`config.mk`:
```
export PLATFORM = sky130hd
export DESIGN_NAME = md_unit_flat
export DESIGN_NICKNAME = d
export VERILOG_FILES = /design/src/rtl/md_unit_if.sv /design/src/rtl/md_unit.sv /design/src/flat_wrapper.sv
export SDC_FILE = /design/constraint.sdc
export NUM_CORES = 1
export LEC_CHECK = 0
export CORE_ASPECT_RATIO = 0.9
export CORE_MARGIN = 2
export CORE_UTILIZATION = 45
export CTS_CLUSTER_SIZE = 8
export DETAILED_ROUTE_END_ITERATION = 6
export DONT_BUFFER_PORTS = 1
export GPL_TIMING_DRIVEN = 0
export PLACE_DENSITY = 0.61
export SLEW_MARGIN = 40
export SYNTH_ARGS = -nofsm -noshare
export SYNTH_HDL_FRONTEND = slang
export SYNTH_SLANG_ARGS = --single-unit
```
`constraint.sdc`:
```
create_clock -name clk -period 8.9 [get_ports clk]
set_input_delay 0.89 -clock clk [delete_from_list [all_inputs] [get_ports clk]]
set_output_delay 0.89 -clock clk [all_outputs]
set_load 0.01 [all_outputs]
```
`src/rtl/md_unit_if.sv`:
```
// EX-stage request/response bundle for the iterative multiply/divide unit.
// The pipeline drives the decode fields and operands; the unit returns select, stall, done and result.
interface md_unit_if #(
  parameter int XLEN = 32
);
  logic            valid;
  logic [1:0]      ALUOp;
  logic [6:0]      Funct7;
  logic [2:0]      Funct3;
  logic            flush;
  logic [XLEN-1:0] op_a;
  logic [XLEN-1:0] op_b;
  logic            md_sel;
  logic            stall;
  logic            done;
  logic [XLEN-1:0] result;

  modport master (
    output valid, ALUOp, Funct7, Funct3, flush, op_a, op_b,
    input  md_sel, stall, done, result
  );

  modport slave (
    input  valid, ALUOp, Funct7, Funct3, flush, op_a, op_b,
    output md_sel, stall, done, result
  );
endinterface

```
`src/rtl/md_unit.sv`:
```
// Iterative RV32M/RV64M execute unit: radix-2 shift-add multiply and restoring divide,
// one bit per cycle, holding the pipeline through stall until the one-cycle done pulse.
module md_unit #(
  parameter int XLEN           = 32,
  parameter bit SPECIAL_BYPASS = 1'b1
) (
  input logic     clk,
  input logic     reset,
  md_unit_if.slave bus
);

  localparam int              CW   = $clog2(XLEN + 1);
  localparam logic [XLEN-1:0] SMIN = {1'b1, {(XLEN-1){1'b0}}};

  typedef enum logic [1:0] {
    IDLE = 2'd0,
    CALC = 2'd1,
    DONE = 2'd2
  } state_t;

  state_t state, state_nxt;

  logic [2:0]        op;
  logic              neg_q;
  logic              neg_r;
  logic              div0;
  logic              ovf;
  logic [XLEN-1:0]   opnd;
  logic [XLEN-1:0]   quotient;
  logic [XLEN-1:0]   remainder;
  logic [XLEN-1:0]   a_raw;
  logic [XLEN-1:0]   result_r;
  logic [2*XLEN-1:0] acc;
  logic [CW-1:0]     counter;
  logic              done_r;

  function automatic logic [XLEN-1:0] neg_if(input logic [XLEN-1:0] v, input logic n);
    return n ? (~v + 1'b1) : v;
  endfunction

  function automatic logic [2*XLEN-1:0] neg_if2(input logic [2*XLEN-1:0] v, input logic n);
    return n ? (~v + 1'b1) : v;
  endfunction

  // Decode and operand conditioning (combinational, before the accept edge)
  logic            md_sel_w;
  logic            stall_w;
  logic            accept;
  logic            is_div;
  logic            a_signed;
  logic            b_signed;
  logic            sa;
  logic            sb;
  logic            in_div0;
  logic            in_ovf;
  logic            bypass;
  logic [XLEN-1:0] a_mag;
  logic [XLEN-1:0] b_mag;

  assign md_sel_w = bus.valid && (bus.ALUOp == 2'b10) && (bus.Funct7 == 7'b0000001);
  assign is_div   = bus.Funct3[2];
  // MULHSU is the only op with mixed signedness: op_a signed, op_b unsigned.
  assign a_signed = is_div ? !bus.Funct3[0] : (bus.Funct3[1:0] != 2'b11);
  assign b_signed = is_div ? !bus.Funct3[0] : !bus.Funct3[1];
  assign sa       = a_signed && bus.op_a[XLEN-1];
  assign sb       = b_signed && bus.op_b[XLEN-1];
  assign a_mag    = neg_if(bus.op_a, sa);
  assign b_mag    = neg_if(bus.op_b, sb);
  assign in_div0  = is_div && (bus.op_b == '0);
  assign in_ovf   = is_div && !bus.Funct3[0] && (bus.op_a == SMIN) && (bus.op_b == '1);
  assign bypass   = SPECIAL_BYPASS && (in_div0 || in_ovf);

  always_ff @(posedge clk or negedge reset) begin
    if (!reset) state <= IDLE;
    else        state <= state_nxt;
  end

  // done_r masks the held instruction in the done cycle so it is neither stalled nor re-accepted.
  always_comb begin
    state_nxt = state;
    accept    = 1'b0;
    stall_w   = 1'b0;
    unique case (state)
      IDLE: begin
        stall_w = md_sel_w && !done_r;
        if (md_sel_w && !done_r && !bus.flush) begin
          accept    = 1'b1;
          state_nxt = bypass ? DONE : CALC;
        end
      end
      CALC: begin
        stall_w = 1'b1;
        if (bus.flush)            state_nxt = IDLE;
        else if (counter == '0)   state_nxt = DONE;
      end
      DONE: begin
        stall_w   = 1'b1;
        state_nxt = IDLE;
      end
      default: state_nxt = IDLE;
    endcase
  end

  // Iteration step datapath
  logic [XLEN:0]   mul_sum;
  logic [XLEN:0]   div_shift;
  logic [XLEN-1:0] div_diff;
  logic            div_ge;

  assign mul_sum   = {1'b0, acc[2*XLEN-1:XLEN]} + (acc[0] ? {1'b0, opnd} : {(XLEN+1){1'b0}});
  assign div_shift = {remainder, quotient[XLEN-1]};
  assign div_ge    = div_shift >= {1'b0, opnd};
  assign div_diff  = div_shift[XLEN-1:0] - opnd;

  // Sign fix, special-case override and result select (DONE stage)
  logic [2*XLEN-1:0] prod;
  logic [XLEN-1:0]   q_fix;
  logic [XLEN-1:0]   r_fix;
  logic [XLEN-1:0]   res_nxt;

  always_comb begin
    prod  = neg_if2(acc, neg_q);
    q_fix = neg_if(quotient, neg_q);
    r_fix = neg_if(remainder, neg_r);
    if (div0) begin
      q_fix = '1;
      r_fix = a_raw;
    end else if (ovf) begin
      q_fix = a_raw;
      r_fix = '0;
    end
    case (op)
      3'b000:                res_nxt = prod[XLEN-1:0];
      3'b001, 3'b010, 3'b011: res_nxt = prod[2*XLEN-1:XLEN];
      3'b100, 3'b101:        res_nxt = q_fix;
      default:               res_nxt = r_fix;
    endcase
  end

  always_ff @(posedge clk or negedge reset) begin
    if (!reset) begin
      op        <= '0;
      neg_q     <= 1'b0;
      neg_r     <= 1'b0;
      div0      <= 1'b0;
      ovf       <= 1'b0;
      opnd      <= '0;
      quotient  <= '0;
      remainder <= '0;
      a_raw     <= '0;
      acc       <= '0;
      counter   <= '0;
      result_r  <= '0;
      done_r    <= 1'b0;
    end else begin
      done_r <= 1'b0;
      if (accept) begin
        op        <= bus.Funct3;
        neg_q     <= sa ^ sb;
        neg_r     <= sa;
        div0      <= in_div0;
        ovf       <= in_ovf;
        a_raw     <= bus.op_a;
        opnd      <= is_div ? b_mag : a_mag;
        acc       <= {{XLEN{1'b0}}, b_mag};
        quotient  <= a_mag;
        remainder <= '0;
        counter   <= CW'(XLEN);
      end else if (state == CALC && !bus.flush && counter != '0) begin
        counter <= counter - CW'(1);
        if (op[2]) begin
          remainder <= div_ge ? div_diff : div_shift[XLEN-1:0];
          quotient  <= {quotient[XLEN-2:0], div_ge};
        end else begin
          acc <= {mul_sum, acc[XLEN-1:1]};
        end
      end else if (state == DONE && !bus.flush) begin
        result_r <= res_nxt;
        done_r   <= 1'b1;
      end
    end
  end

  assign bus.md_sel = md_sel_w;
  assign bus.stall  = stall_w;
  assign bus.done   = done_r;
  assign bus.result = result_r;

endmodule

```
`src/flat_wrapper.sv`:
```
// flat-port wrapper written by rule: the top's interface ports become plain ports
module md_unit_flat 
#(
  parameter int XLEN           = 32,
  parameter bit SPECIAL_BYPASS = 1'b1
)
  (clk, reset, bus_valid, bus_ALUOp, bus_Funct7, bus_Funct3, bus_flush, bus_op_a, bus_op_b, bus_md_sel, bus_stall, bus_done, bus_result);
  md_unit_if #(.XLEN(XLEN)) bus_i ();
  input logic clk;
  input logic reset;
  input wire logic [$bits(bus_i.valid)-1:0] bus_valid;
  input wire logic [$bits(bus_i.ALUOp)-1:0] bus_ALUOp;
  input wire logic [$bits(bus_i.Funct7)-1:0] bus_Funct7;
  input wire logic [$bits(bus_i.Funct3)-1:0] bus_Funct3;
  input wire logic [$bits(bus_i.flush)-1:0] bus_flush;
  input wire logic [$bits(bus_i.op_a)-1:0] bus_op_a;
  input wire logic [$bits(bus_i.op_b)-1:0] bus_op_b;
  output wire logic [$bits(bus_i.md_sel)-1:0] bus_md_sel;
  output wire logic [$bits(bus_i.stall)-1:0] bus_stall;
  output wire logic [$bits(bus_i.done)-1:0] bus_done;
  output wire logic [$bits(bus_i.result)-1:0] bus_result;
  assign bus_i.valid = bus_valid;
  assign bus_i.ALUOp = bus_ALUOp;
  assign bus_i.Funct7 = bus_Funct7;
  assign bus_i.Funct3 = bus_Funct3;
  assign bus_i.flush = bus_flush;
  assign bus_i.op_a = bus_op_a;
  assign bus_i.op_b = bus_op_b;
  assign bus_md_sel = bus_i.md_sel;
  assign bus_stall = bus_i.stall;
  assign bus_done = bus_i.done;
  assign bus_result = bus_i.result;
  md_unit #(.XLEN(XLEN), .SPECIAL_BYPASS(SPECIAL_BYPASS)) u_core (.clk(clk), .reset(reset), .bus(bus_i));
endmodule
```
## Yosys cells after proc, flatten, opt, wreduce, memory -nomap -nowiden

Cells that the tools add are included.

- Output and inout bits: 35
- Memories: 0
- ROM bits: 0
- Word-level logic and storage cells: 115
- Bits in writable memories: 0
- Latch bits: 0
- Register bits: 240

- Shift operators: 0
- Equality and inequality tests: 15
- Multipliers: 0
- Add/sub/neg operators: 8
- Order comparisons: 1
- Reductions and logical operators: 32
- Muxes and demuxes: 37
- Div/mod/pow operators: 0
- Bitwise logic cells: 8

Operators by type and width:

| cell | number |
|---|---|
| $mux W32 | 17 |
| $mux W64 | 4 |
| $add A32 B1 Y32 const B | 4 |
| $not A32 Y32 | 4 |
| $pmux W32 S3 | 1 |
| $add A64 B1 Y64 const B | 1 |
| $eq A32 B32 Y1 const B | 2 |
| $not A64 Y64 | 1 |
| $add A32 B33 Y33 | 1 |
| $ge A33 B32 Y1 | 1 |
| $logic_not A32 Y1 | 1 |
| $sub A32 B32 Y32 | 1 |
| $logic_and A1 B1 Y1 | 13 |
| $mux W6 | 2 |
| $mux W2 | 4 |
| $eq A7 B1 Y1 const B | 1 |
| $mux W1 | 7 |
| $eq A3 B2 Y1 const B | 2 |
| $eq A3 B3 Y1 const B | 2 |
| $logic_not A6 Y1 | 1 |
| $reduce_and A2 Y1 | 3 |
| $reduce_bool A6 Y1 | 1 |
| $sub A6 B1 Y6 const B | 1 |
| $eq A2 B2 Y1 const B | 2 |
| 17 further kinds | 24 |

## Logic depth before layout (Yosys ltp)

- Word-level depth: 9
- Gate-level depth with buffers: 14
- Mapped depth without buffers: 13

## Least setup slack after synthesis

OpenSTA, ideal clock, no wires.

- Kind: register to register
- Start point: register u_core.acc[0]
- End point: register u_core.acc[63]
- Setup slack: 5.597 ns
- Path buffers: 1
- Clock period less this slack: 3.303 ns
- Stages on the path, launching flop included: 14
- Arrival: 3.169 ns
- Cell sequence: dfrtp_1 > inv_1 > clkbuf_1 > nor2_1 > ha_1 > a21o_1 > a21o_1 > a2111oi_0 > nor3_1 > a2111o_1 > a31oi_1 > nor2b_1 > a2111oi_0 > nor3_1

- Longest elaborated chain between the ends: 5

Ends and longest elaborated chain:

| element | RTL line | text |
|---|---|---|
| start: declaration | md_unit.sv:33 | `logic [2*XLEN-1:0] acc;` |
| start signal: assignment | md_unit.sv:165 | `acc <= {{XLEN{1'b0}}, b_mag};` |
| start signal: assignment | md_unit.sv:175 | `acc <= {mul_sum, acc[XLEN-1:1]};` |
| $mux W32 | md_unit.sv:110 | `assign mul_sum = {1'b0, acc[2*XLEN-1:XLEN]} + (acc[0] ? {1'b0, opnd} : {(XLEN+1){1'b0}});` |
| $add A32 B33 Y33 | md_unit.sv:110 |  |
| $mux W64 | md_unit.sv:171 | `if (op[2]) begin` |
| $mux W64 | md_unit.sv:169 | `end else if (state == CALC && !bus.flush && counter != '0) begin` |
| $mux W64 | md_unit.sv:157 | `if (accept) begin` |

No other way between the ends. The select of a mux whose other input is x is not followed.
A chain may end at the register's enable or synchronous reset.

## Final worst setup path

- Start point: register u_core.acc[0]
- End point: register u_core.result_r[20] (netlist: u_core.bus.result[20])

- Longest elaborated chain between the ends: 4

Ends and longest elaborated chain:

| element | RTL line | text |
|---|---|---|
| $not A64 Y64 | md_unit.sv:42 | `return n ? (~v + 1'b1) : v;` |
| $add A64 B1 Y64 | md_unit.sv:42 |  |
| $mux W64 | md_unit.sv:42 |  |
| $pmux W32 S3 | md_unit.sv:132 | `case (op)` |
| end signal: assignment | md_unit.sv:178 | `result_r <= res_nxt;` |
| end: declaration | md_unit.sv:32 | `logic [XLEN-1:0] result_r;` |

No other way between the ends.

==> flow_metrics.env <==
export IMPL_p_sw_w=0.000946
export IMPL_fmax_mhz=216
export IMPL_final_common_cell="nand2_1"
export IMPL_synth_cell_types=79
export IMPL_pwr_share_comb=0.155
export IMPL_cts_root_buffer="clkbuf_16"
export IMPL_cts_buffer_depth=3
export IMPL_wl_per_cell_um=29.3
export IMPL_crit_buf_inv=2
export IMPL_area_growth_pct=8.70
export IMPL_cpMaxStageDelayCell="nor3b_1"
export IMPL_r2r_end="u_core.bus.result[20]$_DFFE_PN0P_"
export IMPL_worstSetupEndpointType="register"
export IMPL_critical_path_class="reg2reg"
export IMPL_grtUsageTotal=0.399
export IMPL_rsz0062_at_grt="false"
export IMPL_postLayoutCellArea_sq_um=20800
export IMPL_reg2reg_from="u_core.acc[0]$_DFFE_PN0P_"
export IMPL_async_flop_share=1.00
export IMPL_p_per_area_nw_per_um2=144
export IMPL_drive_gt1_frac=0.0460
export IMPL_arrival_ns=5.03
export IMPL_drcViolationCount=18
export IMPL_finalPower_w=0.00299
export IMPL_die_w_um=222
export IMPL_p_int_w=0.00205
export IMPL_reg2reg_setup_slack_ns=4.28
export IMPL_cp_start_kind="register"
export IMPL_vias=20100
export IMPL_grt_max_degree=241
export IMPL_sw_frac_of_total=0.316
export IMPL_hold_buffers=0
export IMPL_start_util=0.457
export IMPL_placed_area_sq_um=19900
export IMPL_grt_pass1_vias=18623
export IMPL_slew_headroom=0.377
export IMPL_reg2reg_depth=11
export IMPL_ys_warn_count=0
export IMPL_syn_avg_cell_area_sq_um=7.74
export IMPL_cts_sinks=240
export IMPL_worstPathRequired_ns=9.31
export IMPL_synth_top_area_share=0.313
export IMPL_setup_viol=0
export IMPL_path_cells="inv_1 > buf_1 > ha_1 > nor3b_1 > nand4_1 > o21ai_1 > nand2_1 > xnor2_1 > nor2_1 > a2111oi_0 > a21oi_1"
export IMPL_core_area_sq_um=41900
export IMPL_synth_nets=2636
export IMPL_ys_seq_elements=240
export IMPL_crit_fanout=10
export IMPL_yosysSeqAreaShare=0.313
export IMPL_synth_top_cells_by_area="dfrtp_1 31%, nand2_1 9.1%, xnor2_1 5.8%, o21ai_0 5.7%, ha_1 5.0%"
export IMPL_cts_setup_buffers=0
export IMPL_drt_initial_drc_count=2357
export IMPL_violations="design-rule violations"
export IMPL_dieArea_sq_um=44300
export IMPL_leakage_nw=9.13
export IMPL_post_route_period_util=0.519
export IMPL_synthCells=2478
export IMPL_tightestPinTransition_ns=0.935
export IMPL_peakVddDrop_mv=0.138
export IMPL_hold_violations=0
export IMPL_grt_antenna_before_repair=3
export IMPL_cpLargestDelayFamily="simple AND/OR/NAND/NOR gates"
export IMPL_finalSetupTns_ns=0
export IMPL_post_route_min_period_ns=4.62
export IMPL_avgViaCountPerCell=6.55
export IMPL_power_frac_seq=0.424
export IMPL_ys_dominant_reg_cell="dfrtp_1"
export IMPL_first_pass_iters=7
export IMPL_outcome="finished with violations"
export IMPL_layout_common_cells="463 x nand2_1, 240 x dfrtp_1, 219 x o21ai_0"
export IMPL_grt_overflow_total=0
export IMPL_io_pins=115
export IMPL_grt_pass1_wl_mm=128
export IMPL_antenna_left=0
export IMPL_slew_violations=0
export IMPL_max_cap_viol_count=0
export IMPL_clock_latency_ns=0.56
export IMPL_hold_class="in2async"
export IMPL_num_rows=71
export IMPL_critPathMaxStageDelay_ns=0.73
export IMPL_dp_final_hpwl_mm=71.6
export IMPL_cts_resized=0
export IMPL_utilization=0.497
export IMPL_syn_cell_area_sq_um=19200
export IMPL_clkPwrFrac=0.422
export IMPL_nets=2674
export IMPL_synth_edf_count=0
export IMPL_dieHeight_um=200
export IMPL_synth_top_area_cell="dfrtp_1"
export IMPL_cts_tree="yes"
export IMPL_clk_pin_slew_ns=0.05
export IMPL_cts_htree_levels=2
export IMPL_totalWireLength_mm=90.0
export IMPL_port_buffers=0
export IMPL_gp_congestion=1.02
export IMPL_numCtsBuffers=36
export IMPL_skew_ns=0.0187
area by class of cell:
class,count,area (sq um)
fill,4163,21100
multi-input combinational,2026,12400
sequential,240,6010
clock buffer,40,926
tap,547,684
buffer,144,551
inverter,68,255
clock inverter,3,30.0
antenna,1,2.50
cell families after synthesis:
kind of cell,share of synthesized area
DFF,0.313
buffers and inverters,0.0416
AOI/OAI and AO/OA,0.241
adders and majority gates,0.0517
muxes,0.0290
xor gates and xnor gates,0.0977
and+or+nand+nor,0.226
synth_stat cells, types with 9 or more instances:
master and count:
nor2b_1 9, a211oi_1 21, and3_1 27, a21oi_1 172
nand3_1 40, o211ai_1 14, inv_1 67, nor3_1 48
xor2_1 86, buf_1 16, nor2_1 188, mux2i_1 23
o21a_1 9, or4_1 18, o21ai_0 219, a2111oi_0 11
nand3b_1 10, o221ai_1 19, a31oi_1 85, o21bai_1 11
nor4_1 16, nand2b_1 20, o31ai_1 47, or3_1 24
mux2_2 29, dfrtp_1 240, or2_2 15, clkbuf_1 126
nand2_1 463, a21o_1 32, nand4_1 15, xnor2_1 128
nor3b_1 10, a221oi_1 17, o41ai_1 22, ha_1 76
power groups by stage:
stage	clock network, W	registers, W	logic (W)
floorplan	0	0.00125	0.000306
CTS	0.00126	0.00127	0.000449
global route	0.00131	0.00127	0.000498
finish	0.00126	0.00127	0.000463
detailed placement	0	0.00128	0.000447
global placement	0	0.00128	0.000444
routing by layer:
| layer | vias up | routed length [um] | global-route usage |
|---|---|---|---|
| met5 | - | 23 | 0 |
| met4 | 4 | 4530 | 0.186 |
| met3 | 200 | 11400 | 0.136 |
| met2 | 1190 | 36000 | 0.569 |
| met1 | 9747 | 38100 | 0.543 |
| li1 | 8959 | - | - |
per-stage QoR:
step,hold WS (ns),setup slack (ns),cells
final,0.0317,4.28,3069
after global routing,0.0242,4.06,3068
after CTS,0.0197,4.44,3068
after detailed placement,0.472,4.47,3025
after global placement,0.469,4.45,3025
after floorplan,0.450,5.60,2478
flip-flops by register name (all words and copies together), names as in the netlist:
name / count
u_core.acc: 64
u_core.a_raw: 32
u_core.bus.result: 32
u_core.opnd: 32
u_core.quotient: 32
u_core.remainder: 32
u_core.counter: 6
u_core.op: 3
u_core.state: 2
u_core.bus.done: 1
u_core.div0: 1
u_core.neg_q: 1
u_core.neg_r: 1
u_core.ovf: 1
worst register-to-register path, cell delays in order, from the launching register on:
cell,delay [ns]
dfrtp_1,0.46
inv_1,0.34
buf_1,0.47
ha_1,0.30
nor3b_1,0.73
nand4_1,0.45
o21ai_1,0.70
nand2_1,0.18
xnor2_1,0.19
nor2_1,0.10
a2111oi_0,0.41
a21oi_1,0.14
how the worst max path moves through the flow:
stage | startpoint | to | slack, ns | depth (start not counted)
floorplan | u_core.acc[0]$_DFFE_PN0P_ | u_core.acc[63]$_DFFE_PN0P_ | 5.60 | 13
global placement | u_core.acc[0]$_DFFE_PN0P_ | u_core.bus.result[20]$_DFFE_PN0P_ | 4.45 | 11
detailed placement | u_core.acc[0]$_DFFE_PN0P_ | u_core.bus.result[20]$_DFFE_PN0P_ | 4.47 | 11
CTS | u_core.acc[0]$_DFFE_PN0P_ | u_core.bus.result[20]$_DFFE_PN0P_ | 4.44 | 11
global route | u_core.acc[0]$_DFFE_PN0P_ | u_core.bus.result[20]$_DFFE_PN0P_ | 4.06 | 11
finish | u_core.acc[0]$_DFFE_PN0P_ | u_core.bus.result[20]$_DFFE_PN0P_ | 4.28 | 11
Note: power is estimated with default switching activity, not from simulation.
